`config.mk`:
```
export PLATFORM = sky130hd
export DESIGN_NAME = mouse_axis_emu
export DESIGN_NICKNAME = d
export VERILOG_FILES = /design/src/rtl/mouse_axis_emu.sv
export SDC_FILE = /design/constraint.sdc
export NUM_CORES = 1
export LEC_CHECK = 0
export ABC_AREA = 1
export CAP_MARGIN = 20
export CORE_MARGIN = 4
export CORE_UTILIZATION = 30
export DETAILED_ROUTE_END_ITERATION = 8
export PLACE_DENSITY = 0.47
export SLEW_MARGIN = 20
export SYNTH_ARGS = -nofsm -noshare
export SYNTH_HDL_FRONTEND = slang
export SYNTH_SLANG_ARGS = --single-unit
```
`constraint.sdc`:
```
create_clock -name clk_sys -period 2.3 [get_ports clk_sys]
set_clock_uncertainty 0.05 [all_clocks]
set_input_delay 0.575 -clock clk_sys [delete_from_list [all_inputs] [get_ports clk_sys]]
set_output_delay 0.575 -clock clk_sys [all_outputs]
set_load 0.1 [all_outputs]
```
`src/rtl/mouse_axis_emu.sv`:
```
// mouse_axis_emu: turns PS/2 mouse packets into saturating signed X/Y axes,
// hands control back to the analog joystick when it is deflected past a dead
// zone, and reports the mouse buttons while the mouse is in control.
// Datapath: event detect -> stage 1 (scaled/clamped deltas) -> stage 2
// (saturating accumulate, registered outputs). Two cycles from strobe to
// output, one packet accepted per cycle, no stall.
module mouse_axis_emu #(
  parameter int AXIS_W    = 8,
  parameter int STEP_MAX  = 10,
  parameter int DEAD_ZONE = 8
) (
  input  logic              clk_sys,
  input  logic              reset_n,
  input  logic [24:0]       ps2_mouse,
  input  logic [15:0]       joya,
  input  logic [1:0]        sens,
  input  logic              invert_y,
  input  logic              recenter,
  output logic [AXIS_W-1:0] ax,
  output logic [AXIS_W-1:0] ay,
  output logic [2:0]        btn,
  output logic              mouse_active,
  output logic              upd
);

  // The sum must hold an AXIS_W accumulator plus an 11-bit delta without wrap.
  localparam int SUM_W = ((AXIS_W > 11) ? AXIS_W : 11) + 1;

  localparam logic signed [10:0]      STEP_P  = 11'(STEP_MAX);
  localparam logic signed [10:0]      STEP_N  = 11'(-STEP_MAX);
  localparam logic signed [SUM_W-1:0] ACC_MAX = SUM_W'((2 ** (AXIS_W - 1)) - 1);
  localparam logic signed [SUM_W-1:0] ACC_MIN = SUM_W'(-(2 ** (AXIS_W - 1)));
  localparam logic [8:0]              DZ      = 9'(DEAD_ZONE);

  typedef enum logic [0:0] {
    ST_JOY   = 1'b0,
    ST_MOUSE = 1'b1
  } state_t;

  // Build one signed delta: overflow forces full step, optional negate,
  // sensitivity scaling (arithmetic shifts floor toward -inf), then clamp.
  function automatic logic signed [10:0] form_delta(
    input logic       sign,
    input logic [7:0] mag,
    input logic       ovf,
    input logic       neg,
    input logic [1:0] sel
  );
    logic signed [10:0] v;
    logic signed [10:0] s;
    if (ovf) begin
      v = sign ? STEP_N : STEP_P;
    end else begin
      v = {{3{sign}}, mag};
    end
    if (neg) begin
      v = -v;
    end else begin
      v = v;
    end
    case (sel)
      2'd0:    s = v;
      2'd1:    s = v <<< 1;
      2'd2:    s = v >>> 1;
      2'd3:    s = v >>> 2;
      default: s = v;
    endcase
    if (s > STEP_P) begin
      return STEP_P;
    end else if (s < STEP_N) begin
      return STEP_N;
    end else begin
      return s;
    end
  endfunction

  // Saturating accumulate into the signed AXIS_W range.
  function automatic logic signed [AXIS_W-1:0] sat_add(
    input logic signed [AXIS_W-1:0] acc,
    input logic signed [10:0]       d
  );
    logic signed [SUM_W-1:0] sum;
    sum = SUM_W'(acc) + SUM_W'(d);
    if (sum > ACC_MAX) begin
      return ACC_MAX[AXIS_W-1:0];
    end else if (sum < ACC_MIN) begin
      return ACC_MIN[AXIS_W-1:0];
    end else begin
      return sum[AXIS_W-1:0];
    end
  endfunction

  // Magnitude of an 8-bit signed joystick value; -128 maps to 128.
  function automatic logic [8:0] abs8(input logic [7:0] v);
    if (v[7]) begin
      return 9'd256 - {1'b0, v};
    end else begin
      return {1'b0, v};
    end
  endfunction

  // Joystick value sign-extended and scaled up to the axis width.
  function automatic logic [AXIS_W-1:0] joy_axis(input logic [7:0] v);
    logic signed [AXIS_W-1:0] t;
    t = AXIS_W'($signed(v));
    return t <<< (AXIS_W - 8);
  endfunction

  state_t                   r_state;
  state_t                   w_state_nxt;
  logic                     r_old_stb;
  logic                     r_s1_vld;
  logic signed [10:0]       r_s1_dx;
  logic signed [10:0]       r_s1_dy;
  logic [2:0]               r_s1_btn;
  logic signed [AXIS_W-1:0] r_acc_x;
  logic signed [AXIS_W-1:0] r_acc_y;
  logic [2:0]               r_btn_hold;
  logic [AXIS_W-1:0]        r_ax;
  logic [AXIS_W-1:0]        r_ay;
  logic [2:0]               r_btn;
  logic                     r_active;
  logic                     r_upd;

  logic                     w_evt;
  logic                     w_override;
  logic                     w_add;
  logic                     w_s1_vld_nxt;
  logic signed [10:0]       w_dx;
  logic signed [10:0]       w_dy;
  logic signed [AXIS_W-1:0] w_acc_x_nxt;
  logic signed [AXIS_W-1:0] w_acc_y_nxt;
  logic [2:0]               w_btn_hold_nxt;
  logic [AXIS_W-1:0]        w_ax_nxt;
  logic [AXIS_W-1:0]        w_ay_nxt;
  logic [2:0]               w_btn_nxt;
  logic                     w_active_nxt;
  logic                     w_unused;

  // Bit 3 of the mouse status byte carries no information here.
  assign w_unused = ps2_mouse[3];

  assign w_evt = ps2_mouse[24] ^ r_old_stb;
  assign w_override = (r_state == ST_MOUSE) &&
                      ((abs8(joya[7:0]) > DZ) || (abs8(joya[15:8]) > DZ));
  assign w_dx = form_delta(ps2_mouse[4], ps2_mouse[15:8], ps2_mouse[6], 1'b0, sens);
  assign w_dy = form_delta(ps2_mouse[5], ps2_mouse[23:16], ps2_mouse[7], invert_y, sens);

  // Next state plus accumulator/button/pipeline-valid updates; an override
  // flushes everything in flight and beats any concurrent packet.
  always_comb begin
    w_state_nxt    = r_state;
    w_acc_x_nxt    = r_acc_x;
    w_acc_y_nxt    = r_acc_y;
    w_btn_hold_nxt = r_btn_hold;
    w_s1_vld_nxt   = 1'b0;
    w_add          = 1'b0;
    case (r_state)
      ST_JOY: begin
        if (w_evt) begin
          w_state_nxt = ST_MOUSE;
        end else begin
          w_state_nxt = ST_JOY;
        end
      end
      ST_MOUSE: begin
        if (w_override) begin
          w_state_nxt = ST_JOY;
        end else begin
          w_state_nxt = ST_MOUSE;
        end
      end
      default: w_state_nxt = ST_JOY;
    endcase
    if (w_override) begin
      w_acc_x_nxt    = {AXIS_W{1'b0}};
      w_acc_y_nxt    = {AXIS_W{1'b0}};
      w_btn_hold_nxt = 3'b000;
      w_s1_vld_nxt   = 1'b0;
    end else begin
      w_s1_vld_nxt = w_evt;
      if (r_s1_vld) begin
        w_btn_hold_nxt = r_s1_btn;
        if (recenter) begin
          w_acc_x_nxt = {AXIS_W{1'b0}};
          w_acc_y_nxt = {AXIS_W{1'b0}};
        end else begin
          w_acc_x_nxt = sat_add(r_acc_x, r_s1_dx);
          w_acc_y_nxt = sat_add(r_acc_y, r_s1_dy);
          w_add       = 1'b1;
        end
      end else if (recenter) begin
        w_acc_x_nxt = {AXIS_W{1'b0}};
        w_acc_y_nxt = {AXIS_W{1'b0}};
      end else begin
        w_acc_x_nxt = r_acc_x;
        w_acc_y_nxt = r_acc_y;
      end
    end
  end

  // Output values for the coming cycle, chosen by who will own the axes.
  always_comb begin
    w_ax_nxt     = {AXIS_W{1'b0}};
    w_ay_nxt     = {AXIS_W{1'b0}};
    w_btn_nxt    = 3'b000;
    w_active_nxt = 1'b0;
    if (w_state_nxt == ST_MOUSE) begin
      w_ax_nxt     = w_acc_x_nxt;
      w_ay_nxt     = w_acc_y_nxt;
      w_btn_nxt    = w_btn_hold_nxt;
      w_active_nxt = 1'b1;
    end else begin
      w_ax_nxt     = joy_axis(joya[7:0]);
      w_ay_nxt     = joy_axis(joya[15:8]);
      w_btn_nxt    = 3'b000;
      w_active_nxt = 1'b0;
    end
  end

  // State register.
  always_ff @(posedge clk_sys or negedge reset_n) begin
    if (!reset_n) begin
      r_state <= ST_JOY;
    end else begin
      r_state <= w_state_nxt;
    end
  end

  // Strobe history and stage-1 packet capture (sens/invert_y applied here).
  always_ff @(posedge clk_sys or negedge reset_n) begin
    if (!reset_n) begin
      r_old_stb <= 1'b0;
      r_s1_vld  <= 1'b0;
      r_s1_dx   <= 11'sd0;
      r_s1_dy   <= 11'sd0;
      r_s1_btn  <= 3'b000;
    end else begin
      r_old_stb <= ps2_mouse[24];
      r_s1_vld  <= w_s1_vld_nxt;
      r_s1_dx   <= w_dx;
      r_s1_dy   <= w_dy;
      r_s1_btn  <= ps2_mouse[2:0];
    end
  end

  // Stage-2 accumulators and held mouse buttons.
  always_ff @(posedge clk_sys or negedge reset_n) begin
    if (!reset_n) begin
      r_acc_x    <= {AXIS_W{1'b0}};
      r_acc_y    <= {AXIS_W{1'b0}};
      r_btn_hold <= 3'b000;
    end else begin
      r_acc_x    <= w_acc_x_nxt;
      r_acc_y    <= w_acc_y_nxt;
      r_btn_hold <= w_btn_hold_nxt;
    end
  end

  // Registered outputs.
  always_ff @(posedge clk_sys or negedge reset_n) begin
    if (!reset_n) begin
      r_ax     <= {AXIS_W{1'b0}};
      r_ay     <= {AXIS_W{1'b0}};
      r_btn    <= 3'b000;
      r_active <= 1'b0;
      r_upd    <= 1'b0;
    end else begin
      r_ax     <= w_ax_nxt;
      r_ay     <= w_ay_nxt;
      r_btn    <= w_btn_nxt;
      r_active <= w_active_nxt;
      r_upd    <= w_add;
    end
  end

  assign ax           = r_ax;
  assign ay           = r_ay;
  assign btn          = r_btn;
  assign mouse_active = r_active;
  assign upd          = r_upd;

endmodule

```
=== After elaboration in Yosys (flattened, before gate mapping) ===
Cells that the tools add are included.

* Output and inout port bits: 21
* Input bits: 47
* Flip-flop bits (word level): 68

* Mux-type cells: 38
* Equality and inequality tests: 3
* Reduce and logical (&&, ||, !) cells: 3
* Add/sub/neg operators: 5
* Bitwise operators: 2
* Order comparisons: 10

{| class="wikitable"
|+ Operators by type and width
! kind !! number
|-
| $mux W8 || 14
|-
| $mux W11 || 9
|-
| $pmux W11 S4 || 2
|-
| $add A8 B11 Y12 || 2
|-
| $gt A12 B8 Y1 const B || 2
|-
| $lt A12 B8 Y1 const B || 2
|-
| $gt A11 B5 Y1 const B || 2
|-
| $lt A11 B5 Y1 const B || 2
|-
| $gt A9 B4 Y1 const B || 2
|-
| $mux W9 || 2
|-
| $sub A9 B8 Y9 const A || 2
|-
| $neg A11 Y11 || 1
|-
| $mux W3 || 3
|-
| $mux W1 || 7
|-
| $eq A2 B2 Y1 const B || 2
|-
| $eq A2 B1 Y1 const B || 1
|-
| $logic_not A2 Y1 || 1
|-
| $pmux W1 S2 || 1
|-
| $logic_and A1 B1 Y1 || 1
|-
| $logic_or A1 B1 Y1 || 1
|-
| $not A1 Y1 || 1
|-
| $xor A1 B1 Y1 || 1
|}

=== Depth between registers and ports, before layout ===
Gate-level depths: netlist (run 1).

* Depth after elaboration: 8
* Mapped depth: 20

=== Worst setup path before layout (run 1) ===
Ideal clock, no wire load.

* Path type: input -> register
* Start point: input port ps2_mouse[7]
* End point: register r_s1_dy[4]
* Slack: -0.406 ns
* Stages on the path: 16
* Library setup time: 0.126 ns
* Required time: 2.124 ns
* Buffers on the path: 1
* Data arrival time: 2.529 ns
* Cells stage by stage: inv_2 nand2_1 ha_1 inv_1 nand2_1 xor2_2 nand2_1 nand2_1 a21boi_0 a21oi_1 a21oi_1 nand3_1 ha_1 buf_4 nor3_1 a21oi_2

* Cells in the longest elaborated chain, start to end: 7

{| class="wikitable"
|+ RTL lines
! element !! line !! source
|-
| start, declared || 14 || <nowiki>input logic [24:0] ps2_mouse,</nowiki>
|-
| $mux W11 * || 51 || <nowiki>if (ovf) begin</nowiki>
|-
| $neg A11 Y11 || 57 || <nowiki>v = -v;</nowiki>
|-
| $mux W11 * || 56 || <nowiki>if (neg) begin</nowiki>
|-
| $pmux W11 S4 * || 61 || <nowiki>case (sel)</nowiki>
|-
| $lt A11 B5 Y1 || 70 || <nowiki>end else if (s < STEP_N) begin</nowiki>
|-
| $mux W11 || 70 ||
|-
| $mux W11 * || 68 || <nowiki>if (s > STEP_P) begin</nowiki>
|-
| named net w_dy[4] || 130 || <nowiki>logic signed [10:0] w_dy;</nowiki>
|-
| end signal, assigned || 242 || <nowiki>r_s1_dy <= w_dy;</nowiki>
|-
| end, declared || 114 || <nowiki>logic signed [10:0] r_s1_dy;</nowiki>
|}

Mark *: on every way through the listed nets, which the timed path passes. The rest lies on a longest branch.

=== Worst setup path after layout (run 1) ===
* Start point: input port ps2_mouse[7]
* End point: register r_s1_dy[9]

The elaborated chain is that of the path after synthesis.

==> load_flow_metrics.sql, run 1 <==
INSERT INTO impl_metrics (metric_group, metric, value, unit) VALUES
('outcome', 'run_status', 'finished with violations', ''),
('outcome', 'failed_checks', 'setup timing', ''),
('sta', 'setup_violations', '34', ''),
('sta', 'slew-limit-headroom', '70.9', '%'),
('sta', 'worst_pin_slew', '0.436', 'ns'),
('sta', 'fmax', '399', 'MHz'),
('pwr', 'power_frac_seq', '20.2', '%'),
('critical_path', 'rr_startpoint', 'r_acc_x[0]$_DFF_PN0_', ''),
('pwr', 'report.power.total', '7930', 'uW'),
('synth', 'syn-num-nets', '833', ''),
('sta', 'rsz0062_at_grt', 'yes', ''),
('synth', 'yosysWarningCount', '0', ''),
('critical_path', 'critical_path.max_fanout', '4', ''),
('final_layout', 'layout.nets', '1061', ''),
('synth', 'synth.distinct_cells', '42', ''),
('critical_path', 'cp-start-kind', 'input pin', ''),
('synth', 'seq_area_frac_synth', '32.3', '%'),
('critical_path', 'reg2reg_depth', '14', ''),
('global_routing', 'maximum_number_of_pins_on_one_net_before_global_route_repair', '67', ''),
('global_routing', 'grt.met3_usage', '2.83', '%'),
('critical_path', 'path_class', 'input pin to flip-flop', ''),
('final_layout', 'p_r_area_growth_vs_syn', '66.9', '%'),
('floorplanning', 'initial_core_util', '30.7', '%'),
('global_routing', 'grt_first_pass_wirelength', '25.7', 'mm'),
('final_layout', 'nFillCells', '1562', ''),
('sta', 'layout_worst_path_cycle_share', '109', '%'),
('place', 'dp_cells', '1157', ''),
('clock_tree', 'htreeDepth', '3', ''),
('floorplanning', 'core_region_area', '16600', 'sq um'),
('global_routing', 'vias_in_the_first_global_route', '5635', ''),
('clock_tree', 'clock_insertion_delay_worst_skew', '0.35', 'ns'),
('global_routing', 'met2_usage', '28.3', '%'),
('critical_path', 'end_kind', 'flip-flop', ''),
('clock_tree', 'cts_buffers', '9', ''),
('clock_tree', 'cts_tree', 'done', ''),
('pwr', 'p_sw', '3810', 'uW'),
('critical_path', 'timing.critical_path.required', '2.47', 'ns'),
('synth', 'synth.ff_latch_count', '66', ''),
('floorplanning', 'core.rowCount', '47', ''),
('place', 'portBuffers', '66', ''),
('final_layout', 'final-instance-count-excl-fill', '1211', ''),
('global_routing', 'global_route.peak_usage_layer', 'met2', ''),
('global_routing', 'globalRouteOverflowTotal', '0', ''),
('sta', 'layout_min_cycle_time', '2.51', 'ns'),
('pwr', 'power_leakage', '0.00427', 'uW'),
('pwr', 'comb_power_share', '60.7', '%'),
('place', 'detailedPlacementHpwl', '11.4', 'mm'),
('run', 'maxCapViolCount', '0', ''),
('floorplanning', 'die_height', '139', 'um'),
('synth', 'syn-instance-count', '758', ''),
('global_routing', 'met1_usage_in_global_routing', '20.0', '%'),
('synth', 'syn_area', '5110', 'sq um'),
('critical_path', 'crit-reg2reg-capture', 'r_acc_x[1]$_DFF_PN0_', ''),
('clock_tree', 'clock_slew_at_the_register_clock_pins_of_the_worst_setup_and_hold_paths', '0.05', 'ns'),
('pwr', 'internal-power', '4120', 'uW'),
('floorplanning', 'design.die.area', '19200', 'sq um'),
('floorplanning', 'die_width', '139', 'um'),
('routing', 'avgRoutedWirePerCell', '13.0', 'um'),
('global_routing', 'antenna_found_initial', '0', ''),
('clock_tree', 'clock_tree.buffer_depth', '2', ''),
('pwr', 'clockPowerShare', '19.1', '%'),
('routing', 'first_iter_violations', '292', ''),
('critical_path', 'critical_path_arrival', '2.68', 'ns'),
('routing', 'vias', '5598', ''),
('place', 'finalWeightedCongestion', '0.848', ''),
('clock_tree', 'clk_root_buffer_cell', 'sky130_fd_sc_hd__clkbuf_16', ''),
('floorplanning', 'boundaryPins', '68', ''),
('routing', 'remaining_drc_errors', '0', ''),
('sta', 'finalHoldViolCount', '0', ''),
('critical_path', 'rrSetupSlack', '-0.10', 'ns'),
('synth', 'synth.avg_cell_area', '6.75', 'sq um'),
('routing', 'drt_pre_antenna_iters', '4', ''),
('sta', 'finalMaxSlewViolations', '0', ''),
('worst_hold_path', 'hold_crit_path_type', 'input pin to async pin', ''),
('sta', 'setup_slack', '-0.205', 'ns'),
('routing', 'routed_via_density', '4.62', ''),
('clock_tree', 'cts.sink_count', '66', ''),
('global_routing', 'gr-usage-all-layers', '16.0', '%'),
('pwr', 'vdd_drop_max', '0.643', 'mV'),
('final_layout', 'layout-drive-gt1-share', '43.5', '%'),
('final_layout', 'antennaDiodeCount', '0', ''),
('routing', 'remaining_antenna_violation_count_after_routing', '0', ''),
('pwr', 'sw_frac_of_total', '48.1', '%'),
('pwr', 'power.density', '929', 'nW/um^2'),
('routing', 'detail_route.wirelength', '15.7', 'mm');
==> cell usage in the layout (no fill, tap or decap), types with 17 or more instances in the layout <==
cell,count
sky130_fd_sc_hd__buf_4,159
sky130_fd_sc_hd__nand2_1,156
sky130_fd_sc_hd__nor2_1,86
sky130_fd_sc_hd__inv_1,76
sky130_fd_sc_hd__dfrtp_1,66
sky130_fd_sc_hd__nand3_1,40
sky130_fd_sc_hd__nand2_2,40
sky130_fd_sc_hd__nand3_2,35
sky130_fd_sc_hd__clkdlybuf4s50_1,24
sky130_fd_sc_hd__inv_2,21
sky130_fd_sc_hd__a21oi_1,21
sky130_fd_sc_hd__a21oi_2,18
sky130_fd_sc_hd__nand2_4,18
sky130_fd_sc_hd__nor2_4,17
==> power by group through the flow <==
stage               logic [uW]  registers [uW]  clock network (uW)
CTS                       4070            1580                1550
finish                    4820            1600                1510
global route              5210            1640                1600
detailed placement        3880            1610                   0
floorplan                 1650            2590                   0
global placement          3860            1610                   0
==> sequential cells by signal, summed over array words and instances, names as in the netlist <==
signal and flops:
ax 8, ay 8, btn 3, mouse_active 1, r_acc_x 8, r_acc_y 8, r_btn_hold 3, r_old_stb 1
r_s1_btn 3, r_s1_dx 10, r_s1_dy 11, r_s1_vld 1, upd 1
==> cell usage after synthesis <==
| cell type | n | area, sq um |
|---|---|---|
| sky130_fd_sc_hd__mux2i_1 | 3 | 30.0 |
| sky130_fd_sc_hd__nand2_4 | 2 | 22.5 |
| sky130_fd_sc_hd__o2111ai_1 | 1 | 8.76 |
| sky130_fd_sc_hd__nor2_1 | 107 | 402 |
| sky130_fd_sc_hd__nor3_1 | 12 | 60.1 |
| sky130_fd_sc_hd__ha_1 | 26 | 325 |
| sky130_fd_sc_hd__and2_1 | 10 | 62.6 |
| sky130_fd_sc_hd__nand3_2 | 5 | 50.1 |
| sky130_fd_sc_hd__a31oi_1 | 1 | 6.26 |
| sky130_fd_sc_hd__o22ai_1 | 3 | 18.8 |
| sky130_fd_sc_hd__o21ai_0 | 23 | 115 |
| sky130_fd_sc_hd__a21oi_2 | 11 | 96.3 |
| sky130_fd_sc_hd__clkbuf_1 | 2 | 7.51 |
| sky130_fd_sc_hd__a21oi_1 | 28 | 140 |
| sky130_fd_sc_hd__nand2_2 | 8 | 50.1 |
| sky130_fd_sc_hd__nor2_2 | 7 | 43.8 |
| sky130_fd_sc_hd__nor3b_1 | 1 | 7.51 |
| sky130_fd_sc_hd__nand4_1 | 10 | 62.6 |
| sky130_fd_sc_hd__inv_1 | 92 | 345 |
| sky130_fd_sc_hd__fa_1 | 2 | 40.0 |
| sky130_fd_sc_hd__buf_4 | 2 | 15.0 |
| sky130_fd_sc_hd__buf_2 | 5 | 25.0 |
| sky130_fd_sc_hd__xor2_1 | 8 | 70.1 |
| sky130_fd_sc_hd__xnor2_1 | 6 | 52.6 |
| sky130_fd_sc_hd__a21oi_4 | 1 | 16.3 |
| sky130_fd_sc_hd__or2_1 | 1 | 6.26 |
| sky130_fd_sc_hd__o21bai_1 | 3 | 22.5 |
| sky130_fd_sc_hd__a22oi_1 | 1 | 7.51 |
| sky130_fd_sc_hd__nand3_1 | 80 | 400 |
| sky130_fd_sc_hd__dfrtp_1 | 66 | 1650 |
| sky130_fd_sc_hd__o221ai_1 | 3 | 26.3 |
| sky130_fd_sc_hd__nor2_4 | 3 | 33.8 |
| sky130_fd_sc_hd__nand3b_1 | 2 | 15.0 |
| sky130_fd_sc_hd__buf_6 | 1 | 11.3 |
| sky130_fd_sc_hd__xor2_2 | 1 | 16.3 |
| sky130_fd_sc_hd__buf_1 | 1 | 3.75 |
| sky130_fd_sc_hd__nand2_1 | 203 | 762 |
| sky130_fd_sc_hd__inv_2 | 8 | 30.0 |
| sky130_fd_sc_hd__o21ai_1 | 5 | 25.0 |
| sky130_fd_sc_hd__a211oi_1 | 2 | 15.0 |
| sky130_fd_sc_hd__a21boi_0 | 1 | 7.51 |
| sky130_fd_sc_hd__a21o_1 | 1 | 7.51 |
==> critical path, cell delays in order <==
cell	delay, ns
sky130_fd_sc_hd__buf_8	0.10
sky130_fd_sc_hd__buf_12	0.13
sky130_fd_sc_hd__nor2_4	0.15
sky130_fd_sc_hd__ha_4	0.17
sky130_fd_sc_hd__nand2_4	0.05
sky130_fd_sc_hd__nor2_4	0.16
sky130_fd_sc_hd__nand2_2	0.11
sky130_fd_sc_hd__nand2_2	0.09
sky130_fd_sc_hd__nand2_4	0.07
sky130_fd_sc_hd__nand3_2	0.08
sky130_fd_sc_hd__nand3_2	0.10
sky130_fd_sc_hd__nor2_4	0.10
sky130_fd_sc_hd__inv_2	0.05
sky130_fd_sc_hd__nand2_2	0.07
sky130_fd_sc_hd__nor2_2	0.04
sky130_fd_sc_hd__nand3_2	0.09
sky130_fd_sc_hd__ha_4	0.22
sky130_fd_sc_hd__buf_6	0.13
sky130_fd_sc_hd__a31oi_4	0.13
sky130_fd_sc_hd__a21oi_2	0.04
==> kinds of logic after synthesis <==
logic type | Yosys count | synth area share [%]
xor gates and xnor gates | 15 | 2.72
and+or+nand+nor | 451 | 38.7
AOI/OAI and AO/OA | 84 | 10.0
DFF | 66 | 32.3
buffers and inverters | 111 | 8.56
muxes | 3 | 0.587
adders and majority gates | 28 | 7.14
==> metrics by stage <==
stage	hold slack (ns)	setup slack, ns	setup TNS [ns]	util (%)	cell area, sq um
3_3_place_gp	0.470	-1.09	-32.21	42.0	6990
2_1_floorplan	0.229	-0.182	-1.61	-	5200
6_report	0.203	-0.205	-2.84	51.3	8540
3_5_place_dp	0.471	-1.16	-34.14	42.0	6990
5_1_grt	0.240	-0.340	-9.39	51.3	8540
4_1_cts	0.212	-0.180	-1.73	46.8	7780
==> worst max-delay path by stage <==
stage	start	to	slack, ns	cells after the start
finish	ps2_mouse[7]	r_s1_dy[9]$_DFF_PN0_	-0.21	20
global route	ps2_mouse[22]	r_s1_dy[9]$_DFF_PN0_	-0.34	18
CTS	ps2_mouse[7]	r_s1_dy[9]$_DFF_PN0_	-0.18	19
detailed placement	ps2_mouse[7]	r_s1_dy[0]$_DFF_PN0_	-1.16	19
global placement	ps2_mouse[7]	r_s1_dy[0]$_DFF_PN0_	-1.09	19
floorplan	ps2_mouse[7]	r_s1_dy[9]$_DFF_PN0_	-0.18	17
==> timing repair <==
action / 4_1_cts / 5_1_grt
pin swaps: 36 / 73
gates resized for setup: 100 / 181
setup endpoints to repair: 56 / 53
gates cloned: 2 / 2
endpoints found under the hold margin: 0 / 0
setup buffers: 28 / 8
hold buffers: 0 / 0
==> layout make-up <==
type	count	area, sq um	area share, %
timing repair inverter	2	12.5	0.147
tap	220	275	3.22
multi-input combinational	582	3970	46.5
timing repair buffer	225	1900	22.3
clock buffer	9	225	2.64
sequential	66	1650	19.3
clock inverter	7	103	1.20
inverter	100	400	4.69
==> layer usage <==
| layer | up-vias | routed length, um |
|---|---|---|
| li1 | 2897 | - |
| met1 | 2582 | 6880 |
| met2 | 101 | 8040 |
| met4 | 0 | 269 |
| met3 | 18 | 501 |
| met5 | - | 0 |
(Power assumes the default switching activity.)
==> run 2: changes to the inputs <==
--- a/config.mk
+++ b/config.mk
@@ -6,7 +6,7 @@
 export NUM_CORES = 1
 export LEC_CHECK = 0
 export ABC_AREA = 1
-export CAP_MARGIN = 20
+export CAP_MARGIN = 0
 export CORE_MARGIN = 4
 export CORE_UTILIZATION = 30
 export DETAILED_ROUTE_END_ITERATION = 8
==> results of run 2 <==
Final layout, timing and power as in run 1 (identical DEF).
==> run 3: changes to the inputs <==
--- a/config.mk
+++ b/config.mk
@@ -8,9 +8,9 @@
 export ABC_AREA = 1
 export CAP_MARGIN = 0
 export CORE_MARGIN = 4
-export CORE_UTILIZATION = 30
+export CORE_UTILIZATION = 49
 export DETAILED_ROUTE_END_ITERATION = 8
-export PLACE_DENSITY = 0.47
+export PLACE_DENSITY = 0.72
 export SLEW_MARGIN = 20
 export SYNTH_ARGS = -nofsm -noshare
 export SYNTH_HDL_FRONTEND = slang
==> constraint.sdc (replaced) <==
create_clock -name clk_sys -period 2.3 [get_ports clk_sys]
set_clock_uncertainty 0.05 [all_clocks]
set_input_delay 0.575 -clock clk_sys [delete_from_list [all_inputs] [get_ports clk_sys]]
set_output_delay 0.575 -clock clk_sys [all_outputs]
set_load 0.05 [all_outputs]
==> run 3 against run 2 <==
The run still ends with setup timing left. Power shrank 12%. Critical path depth shrank 5. Highest routed layer unchanged. Clock power shrank 33%. Worst hold slack lost 0.036 ns. Sequential share of layout area grew 1.1 points. Maximum frequency grew 1.5%. Sequential cell count is the same. Clock-buffer cell count is the same.
==> load_flow_metrics.sql, run 3 (synthesis gave the netlist of run 1 again) <==
INSERT INTO impl_metrics (metric_group, metric, value, unit) VALUES
('sta', 'finalHoldViolCount', '0', ''),
('sta', 'layout_worst_path_cycle_share', '107', '%'),
('critical_path', 'timing.critical_path.required', '2.49', 'ns'),
('routing', 'detail_route.wirelength', '16.1', 'mm'),
('final_layout', 'layout-drive-gt1-share', '38.7', '%'),
('clock_tree', 'clock_insertion_delay_worst_skew', '0.36', 'ns'),
('sta', 'setup_violations', '39', ''),
('critical_path', 'rr_startpoint', 'r_acc_x[0]$_DFF_PN0_', ''),
('final_layout', 'antennaDiodeCount', '0', ''),
('global_routing', 'globalRouteOverflowTotal', '0', ''),
('final_layout', 'layout.nets', '1045', ''),
('pwr', 'report.power.total', '6970', 'uW'),
('critical_path', 'end_kind', 'flip-flop', ''),
('global_routing', 'vias_in_the_first_global_route', '5702', ''),
('outcome', 'failed_checks', 'setup timing', ''),
('clock_tree', 'clock_tree.buffer_depth', '2', ''),
('pwr', 'vdd_drop_max', '0.541', 'mV'),
('pwr', 'power.density', '861', 'nW/um^2'),
('routing', 'remaining_antenna_violation_count_after_routing', '0', ''),
('critical_path', 'cpLargestDelayFamily', 'simple AND/OR/NAND/NOR gates', ''),
('critical_path', 'crit_buf_inv', '2', ''),
('critical_path', 'cp.depth', '15', ''),
('floorplanning', 'die_height', '110', 'um'),
('final_layout', 'largest_register', 'r_s1_dy', ''),
('clock_tree', 'clk_root_buffer_cell', 'sky130_fd_sc_hd__clkbuf_8', ''),
('critical_path', 'crit_path_cell_trace', 'ha_2 -> inv_2 -> fa_2 -> nand3b_1 -> nand2_2 -> nand3_2 -> nand3_2 -> nand2_2 -> nor2_2 -> nand3_1 -> a21oi_2 -> buf_6 -> nand2_1 -> nand3_1 -> nand2_1', ''),
('critical_path', 'critical_path.max_fanout', '7', ''),
('critical_path', 'path_class', 'flip-flop to flip-flop', ''),
('critical_path', 'rrSetupSlack', '-0.17', 'ns'),
('sta', 'layout_min_cycle_time', '2.47', 'ns'),
('floorplanning', 'core_region_area', '10200', 'sq um'),
('clock_tree', 'cts.sink_count', '66', ''),
('routing', 'routed_via_density', '5.28', ''),
('clock_tree', 'cts_tree', 'done', ''),
('place', 'detailedPlacementHpwl', '10.9', 'mm'),
('critical_path', 'reg2reg_depth', '15', ''),
('global_routing', 'gr-usage-all-layers', '25.4', '%'),
('sta', 'setup_slack', '-0.168', 'ns'),
('routing', 'drt_pre_antenna_iters', '5', ''),
('clock_tree', 'cts.hold.buffers_added', '0', ''),
('final_layout', 'multi_input_comb_area', '3850', 'sq um'),
('critical_path', 'critPathLaunch', 'r_acc_x[0]$_DFF_PN0_', ''),
('pwr', 'power_leakage', '0.00408', 'uW'),
('outcome', 'run_status', 'finished with violations', ''),
('place', 'portBuffers', '66', ''),
('worst_hold_path', 'hold_crit_path_type', 'input pin to async pin', ''),
('sta', 'worst_pin_slew', '0.508', 'ns'),
('floorplanning', 'design.die.area', '12100', 'sq um'),
('critical_path', 'critPathCapture', 'ax[1]$_DFF_PN0_', ''),
('place', 'dp_cells', '1067', ''),
('run', 'maxCapViolCount', '0', ''),
('clock_tree', 'cts_buffers', '9', ''),
('critical_path', 'crit_slowest_cell', 'sky130_fd_sc_hd__dfrtp_1', ''),
('routing', 'vias', '5871', ''),
('global_routing', 'grt_first_pass_wirelength', '24.9', 'mm'),
('final_layout', 'sequential_cell_area', '1650', 'sq um'),
('routing', 'remaining_drc_errors', '0', ''),
('critical_path', 'cpPeakStageDelay', '0.39', 'ns'),
('final_layout', 'final_cell_mix', 'sky130_fd_sc_hd__nand2_1 (155), sky130_fd_sc_hd__buf_4 (125), sky130_fd_sc_hd__nor2_1 (91)', ''),
('final_layout', 'layout_commonest_cell', 'sky130_fd_sc_hd__nand2_1', ''),
('sta', 'finalMaxSlewViolations', '0', ''),
('critical_path', 'critical_path_arrival', '2.66', 'ns'),
('routing', 'avgRoutedWirePerCell', '14.5', 'um'),
('floorplanning', 'core.rowCount', '37', ''),
('clock_tree', 'htreeDepth', '3', ''),
('final_layout', 'nFillCells', '686', ''),
('sta', 'rsz0062_at_grt', 'yes', ''),
('sta', 'fmax', '405', 'MHz'),
('sta', 'slew-limit-headroom', '66.0', '%'),
('floorplanning', 'initial_core_util', '50.0', '%'),
('global_routing', 'antenna_found_initial', '0', ''),
('floorplanning', 'boundaryPins', '68', ''),
('global_routing', 'maximum_number_of_pins_on_one_net_before_global_route_repair', '67', ''),
('final_layout', 'p_r_area_growth_vs_syn', '58.3', '%'),
('clock_tree', 'clock_slew_at_the_register_clock_pins_of_the_worst_setup_and_hold_paths', '0.08', 'ns'),
('final_layout', 'final-instance-count-excl-fill', '1111', ''),
('critical_path', 'crit-reg2reg-capture', 'ax[1]$_DFF_PN0_', ''),
('routing', 'first_iter_violations', '280', ''),
('final_layout', 'largest_register_ffs', '11', ''),
('critical_path', 'cp-start-kind', 'flip-flop', ''),
('final_layout', 'reg_top3', 'r_s1_dy: 11 flops, r_s1_dx: 10 flops', ''),
('place', 'finalWeightedCongestion', '0.920', ''),
('floorplanning', 'die_width', '110', 'um');
run 3: layout make-up:
type | instances | area share, %
tap | 136 | 2.10
inverter | 100 | 4.98
timing repair inverter | 1 | 0.0464
clock inverter | 7 | 0.958
sequential | 66 | 20.4
multi-input combinational | 582 | 47.5
timing repair buffer | 210 | 22.4
clock buffer | 9 | 1.53
run 3: power breakdown:
group	total [uW]	internal, uW	switching (uW)
combinational	4340	1730	2610
sequential	1610	1440	173
clock	1010	510	505
total	6970	3680	3290
run 3: per-layer routing:
layer	up-vias	track usage [%]	part of all wire (%)
li1	2866	-	-
met1	2762	30.2	41
met2	203	47.0	52
met3	40	4.19	5.0
met4	0	7.30	2.2
met5	-	0	0
run 3: timing repair:
| action | CTS | global route |
|---|---|---|
| endpoints found under the hold margin | 0 | 0 |
| pin swaps | 58 | 58 |
| setup buffers | 19 | 7 |
| setup endpoints to repair | 55 | 56 |
| resized for setup | 147 | 113 |
| cloned | 2 | 1 |
run 3: worst min-delay path by stage:
stage	from	end	slack, ns	cells past startpoint
after CTS	reset_n	r_s1_vld$_DFF_PN0_	0.18	2
after global placement	r_btn_hold[0]$_DFF_PN0_	r_btn_hold[0]$_DFF_PN0_	0.47	2
after floorplan	reset_n	ax[0]$_DFF_PN0_	0.23	0
final	reset_n	r_acc_y[6]$_DFF_PN0_	0.17	2
after detailed placement	r_btn_hold[0]$_DFF_PN0_	r_btn_hold[0]$_DFF_PN0_	0.47	2
after global routing	reset_n	r_acc_y[6]$_DFF_PN0_	0.19	2
run 3: through the flow:
step / setup WS [ns] / util, % / hold slack (ns) / area (sq um) / setup TNS (ns)
3_5_place_dp: -1.10 / 67.2 / 0.473 / 6880 / -33.33
3_3_place_gp: -1.02 / 67.2 / 0.469 / 6880 / -29.64
5_1_grt: -0.255 / 79.1 / 0.187 / 8100 / -8.01
2_1_floorplan: -0.182 / - / 0.229 / 5200 / -1.61
4_1_cts: -0.0745 / 74.2 / 0.184 / 7590 / -0.481
6_report: -0.168 / 79.1 / 0.168 / 8100 / -3.86
